<file path="src/rtl/ct_butterfly_if.sv">
// ---------------------------------------------------------------------------
// ct_butterfly_if
//  Bundle of the data/handshake signals of the NTT butterfly pipeline.
//  master : upstream (delay-alignment stage / bench) drives operands, receives results
//  slave  : the butterfly pipeline itself
//  Signals:
//   en         pipeline advance (0 = whole pipeline holds)
//   in_valid   a/b/w/in_tag valid this cycle
//   a, b, w    operands and twiddle, data_width bits, each < Q
//   in_tag     write-address tag, TAG_W bits
//   bypass     (only with BFLY_BYPASS_EN) copy pass: u=a, v=b
//   out_valid  u/v/out_tag valid
//   u, v       (a+b*w) mod Q, (a-b*w) mod Q
//   out_tag    in_tag delayed to line up with u/v
//  Optional feature macro: BFLY_BYPASS_EN
// ---------------------------------------------------------------------------
interface ct_butterfly_if #(
  parameter int data_width = 24,
  parameter int TAG_W      = 8
);
  logic                  en;
  logic                  in_valid;
  logic [data_width-1:0] a;
  logic [data_width-1:0] b;
  logic [data_width-1:0] w;
  logic [TAG_W-1:0]      in_tag;
`ifdef BFLY_BYPASS_EN
  logic                  bypass;
`endif
  logic                  out_valid;
  logic [data_width-1:0] u;
  logic [data_width-1:0] v;
  logic [TAG_W-1:0]      out_tag;

  modport master (
`ifdef BFLY_BYPASS_EN
    output bypass,
`endif
    output en, in_valid, a, b, w, in_tag,
    input  out_valid, u, v, out_tag
  );

  modport slave (
`ifdef BFLY_BYPASS_EN
    input  bypass,
`endif
    input  en, in_valid, a, b, w, in_tag,
    output out_valid, u, v, out_tag
  );
endinterface

</file>
<file path="src/rtl/ct_butterfly_pipe.sv">
// ---------------------------------------------------------------------------
// ct_butterfly_pipe
//  Six-stage pipelined Cooley-Tukey NTT butterfly:
//    u = (a + b*w) mod Q,  v = (a - b*w) mod Q
//  The modular product uses Barrett reduction with BM = floor(2^(2*data_width)/Q).
//  A valid bit and a write-address tag travel in lock-step with the data so the
//  writeback side needs no separate delay line. One butterfly per cycle; en=0
//  freezes every register (inputs are ignored in that cycle).
//  Ports:
//   clk    rising-edge clock
//   rst_n  asynchronous active-low reset, clears every pipeline register
//   bus    ct_butterfly_if.slave (en, in_valid, a, b, w, in_tag [, bypass],
//          out_valid, u, v, out_tag)
//  Optional feature macro: BFLY_BYPASS_EN adds bus.bypass; a sample with
//  bypass=1 yields u=a, v=b with the same latency, valid and tag behaviour.
//  Stages:
//   S1 register inputs | S2 p=b*w | S3 Barrett quotient t | S4 r=p-t*Q (<3Q)
//   S5 m=r mod Q       | S6 u/v add/sub with single correction
// ---------------------------------------------------------------------------
module ct_butterfly_pipe #(
  parameter int          data_width = 24,
  parameter int unsigned Q          = 8380417,
  parameter int          TAG_W      = 8
) (
  input  logic           clk,
  input  logic           rst_n,
  ct_butterfly_if.slave  bus
);
  localparam int DW  = data_width;
  localparam int PW2 = 2 * DW;
  localparam longint unsigned BM64 = (64'd1 << PW2) / 64'(Q);
  localparam int BM_W = $clog2(BM64 + 64'd1);
  // Width of p*BM; everything below bit PW2 is discarded by the shift.
  localparam int PW  = PW2 + BM_W;
  // t <= p/Q < Q, so DW+1 bits are ample.
  localparam int TW  = DW + 1;
  // r < 3Q < 2^(DW+1); DW+2 bits keep the subtraction unambiguous.
  localparam int RW  = DW + 2;

  localparam logic [BM_W-1:0] BM  = BM_W'(BM64);
  localparam logic [DW-1:0]   QD  = DW'(Q);
  localparam logic [TW-1:0]   QT  = TW'(Q);
  localparam logic [RW-1:0]   QR  = RW'(Q);
  localparam logic [RW-1:0]   Q2R = RW'(2 * Q);

  // Side-band lock-step shift registers (index = stage number)
  logic [6:1]        valid_pipe;
  logic [TAG_W-1:0]  tag_pipe [1:6];
  // Upper operand delayed S1..S5 so it meets m at S6
  logic [DW-1:0]     a_pipe   [1:5];

  // Arithmetic stage registers
  logic [DW-1:0]     b1_reg;
  logic [DW-1:0]     w1_reg;
  logic [PW2-1:0]    p2_reg;
  logic [PW2-1:0]    p3_reg;
  logic [TW-1:0]     t3_reg;
  logic [RW-1:0]     r4_reg;
  logic [DW-1:0]     m5_reg;
  logic [DW-1:0]     u6_reg;
  logic [DW-1:0]     v6_reg;

`ifdef BFLY_BYPASS_EN
  logic [5:1]        byp_pipe;
  logic [DW-1:0]     bq_pipe  [2:5];
`endif

  // Combinational next-state values
  logic [PW2-1:0]    p_next;
  logic [TW-1:0]     t_next;
  logic [RW-1:0]     r_next;
  logic [DW-1:0]     m_next;
  logic [DW:0]       sum_w;
  logic [DW-1:0]     u_next;
  logic [DW-1:0]     v_next;

  always_comb begin
    p_next = PW2'(b1_reg) * PW2'(w1_reg);

    // Barrett quotient estimate: floor(p*BM / 2^PW2), underestimates by at most 2.
    t_next = TW'((PW'(p2_reg) * PW'(BM)) >> PW2);

    // Only the low RW bits of p - t*Q matter because the true value is < 3Q.
    r_next = RW'(p3_reg) - (RW'(t3_reg) * QR);

    if (r4_reg >= Q2R) begin
      m_next = DW'(r4_reg - Q2R);
    end else if (r4_reg >= QR) begin
      m_next = DW'(r4_reg - QR);
    end else begin
      m_next = DW'(r4_reg);
    end

    sum_w = {1'b0, a_pipe[5]} + {1'b0, m5_reg};
    if (sum_w >= QT) begin
      u_next = DW'(sum_w - QT);
    end else begin
      u_next = DW'(sum_w);
    end

    // a + (Q - m) stays below Q when a < m, so no wrap is possible.
    if (a_pipe[5] >= m5_reg) begin
      v_next = a_pipe[5] - m5_reg;
    end else begin
      v_next = a_pipe[5] + (QD - m5_reg);
    end

`ifdef BFLY_BYPASS_EN
    if (byp_pipe[5]) begin
      u_next = a_pipe[5];
      v_next = bq_pipe[5];
    end
`endif
  end

  always_ff @(posedge clk or negedge rst_n) begin
    if (!rst_n) begin
      valid_pipe <= '0;
      for (int i = 1; i <= 6; i++) begin
        tag_pipe[i] <= '0;
      end
      for (int i = 1; i <= 5; i++) begin
        a_pipe[i] <= '0;
      end
      b1_reg <= '0;
      w1_reg <= '0;
      p2_reg <= '0;
      p3_reg <= '0;
      t3_reg <= '0;
      r4_reg <= '0;
      m5_reg <= '0;
      u6_reg <= '0;
      v6_reg <= '0;
`ifdef BFLY_BYPASS_EN
      byp_pipe <= '0;
      for (int i = 2; i <= 5; i++) begin
        bq_pipe[i] <= '0;
      end
`endif
    end else if (bus.en) begin
      // S1
      valid_pipe  <= {valid_pipe[5:1], bus.in_valid};
      tag_pipe[1] <= bus.in_tag;
      a_pipe[1]   <= bus.a;
      b1_reg      <= bus.b;
      w1_reg      <= bus.w;
      for (int i = 2; i <= 6; i++) begin
        tag_pipe[i] <= tag_pipe[i-1];
      end
      for (int i = 2; i <= 5; i++) begin
        a_pipe[i] <= a_pipe[i-1];
      end
      // S2..S6
      p2_reg <= p_next;
      p3_reg <= p2_reg;
      t3_reg <= t_next;
      r4_reg <= r_next;
      m5_reg <= m_next;
      u6_reg <= u_next;
      v6_reg <= v_next;
`ifdef BFLY_BYPASS_EN
      byp_pipe   <= {byp_pipe[4:1], bus.bypass};
      bq_pipe[2] <= b1_reg;
      for (int i = 3; i <= 5; i++) begin
        bq_pipe[i] <= bq_pipe[i-1];
      end
`endif
    end
  end

  assign bus.out_valid = valid_pipe[6];
  assign bus.out_tag   = tag_pipe[6];
  assign bus.u         = u6_reg;
  assign bus.v         = v6_reg;

endmodule

</file>
<file path="src/flat_wrapper.sv">
// flat-port wrapper written by rule: the top's interface ports become plain ports
module ct_butterfly_pipe_flat 
#(
  parameter int          data_width = 24,
  parameter int unsigned Q          = 8380417,
  parameter int          TAG_W      = 8
)
  (clk, rst_n, bus_en, bus_in_valid, bus_a, bus_b, bus_w, bus_in_tag, bus_out_valid, bus_u, bus_v, bus_out_tag);
  ct_butterfly_if #(.data_width(data_width), .TAG_W(TAG_W)) bus_i ();
  input  logic clk;
  input  logic rst_n;
  input wire logic [$bits(bus_i.en)-1:0] bus_en;
  input wire logic [$bits(bus_i.in_valid)-1:0] bus_in_valid;
  input wire logic [$bits(bus_i.a)-1:0] bus_a;
  input wire logic [$bits(bus_i.b)-1:0] bus_b;
  input wire logic [$bits(bus_i.w)-1:0] bus_w;
  input wire logic [$bits(bus_i.in_tag)-1:0] bus_in_tag;
  output wire logic [$bits(bus_i.out_valid)-1:0] bus_out_valid;
  output wire logic [$bits(bus_i.u)-1:0] bus_u;
  output wire logic [$bits(bus_i.v)-1:0] bus_v;
  output wire logic [$bits(bus_i.out_tag)-1:0] bus_out_tag;
  assign bus_i.en = bus_en;
  assign bus_i.in_valid = bus_in_valid;
  assign bus_i.a = bus_a;
  assign bus_i.b = bus_b;
  assign bus_i.w = bus_w;
  assign bus_i.in_tag = bus_in_tag;
  assign bus_out_valid = bus_i.out_valid;
  assign bus_u = bus_i.u;
  assign bus_v = bus_i.v;
  assign bus_out_tag = bus_i.out_tag;
  ct_butterfly_pipe #(.data_width(data_width), .Q(Q), .TAG_W(TAG_W)) u_core (.clk(clk), .rst_n(rst_n), .bus(bus_i));
endmodule
</file>
<file path="config.mk">
export PLATFORM = sky130hd
export DESIGN_NAME = ct_butterfly_pipe_flat
export DESIGN_NICKNAME = d
export VERILOG_FILES = /design/src/rtl/ct_butterfly_if.sv /design/src/rtl/ct_butterfly_pipe.sv /design/src/flat_wrapper.sv
export SDC_FILE = /design/constraint.sdc
export NUM_CORES = 2
export LEC_CHECK = 0
export CAP_MARGIN = 20
export CORE_UTILIZATION = 35
export DETAILED_ROUTE_END_ITERATION = 8
export GPL_ROUTABILITY_DRIVEN = 0
export PLACE_DENSITY = 0.51
export SYNTH_ARGS = -nofsm -noshare
export SYNTH_HDL_FRONTEND = slang
export SYNTH_SLANG_ARGS = --single-unit
</file>
<file path="constraint.sdc">
create_clock -name clk -period 19.8 [get_ports clk]
set_input_delay 3.96 -clock clk [delete_from_list [all_inputs] [get_ports clk]]
set_output_delay 3.96 -clock clk [all_outputs]
set_load 0.01 [all_outputs]
</file>
==> flow_summary_export.csv <==
group,metric,value,unit
synth,synthTopCellsByArea,"fa_1, dfrtp_1, ha_1",
critical_path,cpPeakStageDelay,1040,ps
placed_design,io_buffers,140,
global_routing,antenna_found_initial,1,
die,fp-row-count,139,
clock_tree,clock_path_buffers,3,
drt,routedWlPerCell,18.4,um
synth,syn-instance-count,5204,
synth,synth_mux_area_share,6.09,%
worst_hold_path,hp-class,"flop to flop",
clock_tree,clock_sinks,419,
critical_path,crit_top_cell,"fa_1",
synth,synthXorXnorAreaFrac,3.15,%
critical_path,worstSetupPathType,"flop to flop",
synth,syn_area_per_cell,9.78,um2
clock_tree,cts-root-buf,"clkbuf_16",
sta,timing.final.crit_share,42.8,%
drt,firstDrtPassIters,9,
sta,hold_violations,0,
synth,netlist_area,50900,um2
clock_tree,clock_latency,670,ps
die,start_util,35.4,%
synth,synth-async-reset-ratio,100,%
status,failed_checks,"design-rule violations",
critical_path,cp.arrival,8990,ps
sta,hold_ws,491,ps
die,num_io_pins,141,
final_layout,drive_gt1_share,8.54,%
sta,setup-violations-final,0,
placed_design,dpl_cell_area,54200,um2
drt,route.detailed.drc,26,
sta,finalCriticalPeriod,8470,ps
critical_path,cp_slowest_cell,"dfrtp_1",
critical_path,worstPathRequired,20320,ps
drt,vias_per_cell,4.94,
synth,yosysMostFrequentCell,"inv_1",
critical_path,cp-start-kind,"flop",
global_routing,grt_remaining_overflow,0,
clock_tree,path_clk_slew,60,ps
drt,wl,132000,um
final_layout,num-nets-final,6592,
synth,synth_area_leader_cell,"fa_1",
synth,netlist.area_leader.share,26.5,%
final_layout,final_core_util,39.1,%
clock_tree,cts-htree-levels,2,
clock_tree,postCtsHoldBufs,0,
global_routing,grt_pass1_wl,212000,um
critical_path,crit_path_max_fanout,25,
drt,initialDrtViolationCount,1799,
critical_path,end_kind,"flop",
synth,synth_top_family_by_area,"adder cells",
final_layout,largest_register_ffs,120,
synth,synth_compound_area_share,8.51,%
sta,tns,0,ps
drt,via_count,35500,
synth,ys_ff_latch,419,
clock_tree,cts_made_buffers,57,
die,die_area,147000,um2
final_layout,fillers,14500,
clock_tree,cts_tree,"yes",
sta,tightest_slew,1170,ps
die,die_w,383,um
placed_design,hpwlAfterDp,104000,um
synth,synth_edf_count,0,
run,cap_viol_max_count,0,
synth,yosysSeqAreaShare,20.6,%
global_routing,grt_usage,18.4,%
sta,rsz0062_at_grt,"false",
synth,ys_types,95,
global_routing,grt_max_degree,145,
synth,post_synth_and_or_nand_nor_area_fraction,12.0,%
final_layout,fin_area,56300,um2
synth,synthFlopType,"dfrtp_1",
die,core_area,144000,um2
sta,fmax,0.118,GHz
clock_tree,cts_resized,0,
global_routing,grt_pass1_vias,37400,
sta,maxSlewViolCount,0,
final_layout,syn_to_final_growth,10.6,%
synth,yosysWarnings,0,
synth,netlist_top_cells_count,"inv_1, fa_1, ha_1",
synth,synth-adder-area-share,41.1,%
clock_tree,cts_setup_buffers,0,
die,die_height,383,um
status,status,"finished, violations left",
sta,fin_skew,35.8,ps
drt,ant_nets,0,
sta,slew_headroom,21.7,%
synth,synth_fp_nets,6554,
[cell usage in the layout (no fill, tap or decap), types with 58 or more instances in the layout]
| cell | instances |
|---|---|
| inv_1 | 940 |
| fa_1 | 675 |
| ha_1 | 591 |
| nand2_1 | 478 |
| dfrtp_1 | 419 |
| and2_1 | 297 |
| mux2_2 | 262 |
| a21oi_1 | 209 |
| nor2_1 | 184 |
| o21ai_0 | 157 |
| xnor2_1 | 145 |
| clkdlybuf4s50_1 | 138 |
| a21o_1 | 68 |
| clkbuf_16 | 58 |
[stage by stage]
step           std cells  worst slack, ps
2_1_floorplan       5204            12690
3_3_place_gp        7085            11360
3_5_place_dp        7085            11300
4_1_cts             7193            11250
5_1_grt             7194            10760
6_report            7195            11330
[worst max-delay path: cells and delay by family, from the launching register on]
family	cells	cell delay, ps
flops	1	1040
compound gates	6	1940
simple gates	6	1330
buf+inv	5	400
fa+ha+maj	8	3620
[layer usage]
| layer | wire length, um | track usage (%) |
|---|---|---|
| met1 | 60000 | 24.6 |
| met2 | 65600 | 32.0 |
| met3 | 3790 | 1.54 |
| met4 | 3190 | 4.44 |
| met5 | 0 | 0 |
[final timing paths]
path | startpoint | slack, ps | cells past startpoint | to
max in group asynchronous | rst_n | 13420 | 4 | u_core.a_pipe[73]
max | u_core.b1_reg[12] | 11330 | 25 | u_core.p2_reg[45]
min in group asynchronous | rst_n | 3380 | 1 | u_core.bus.out_tag[4]
min | u_core.a_pipe[42] | 490 | 2 | u_core.a_pipe[18]
max reg2reg | u_core.b1_reg[12] | 11330 | 25 | u_core.p2_reg[45]
min reg2reg | u_core.a_pipe[42] | 490 | 2 | u_core.a_pipe[18]
[cell families (layout without fill, tap and decap cells)]
family	Yosys count	count (layout)
flops	419	419
xor+xnor	183	183
mux	277	277
buf+inv	1149	1236
fa+ha+maj	1266	1266
compound gates	672	672
simple gates	1238	1238
other cells	0	1
[final cells by class]
cell class	instances	area, um2	area share [%]
multi-input combinational	3636	36100	64.1
sequential	419	10500	18.6
inverter	946	3550	6.31
tap	1903	2380	4.23
timing repair buffer	182	1770	3.15
clock buffer	71	1560	2.77
clock inverter	37	487	0.864
antenna	1	2.50	0.00444
Power is left out: the tool's default activity adds up to more than one toggle a clock period on the data nets, which glitch-free logic cannot reach.
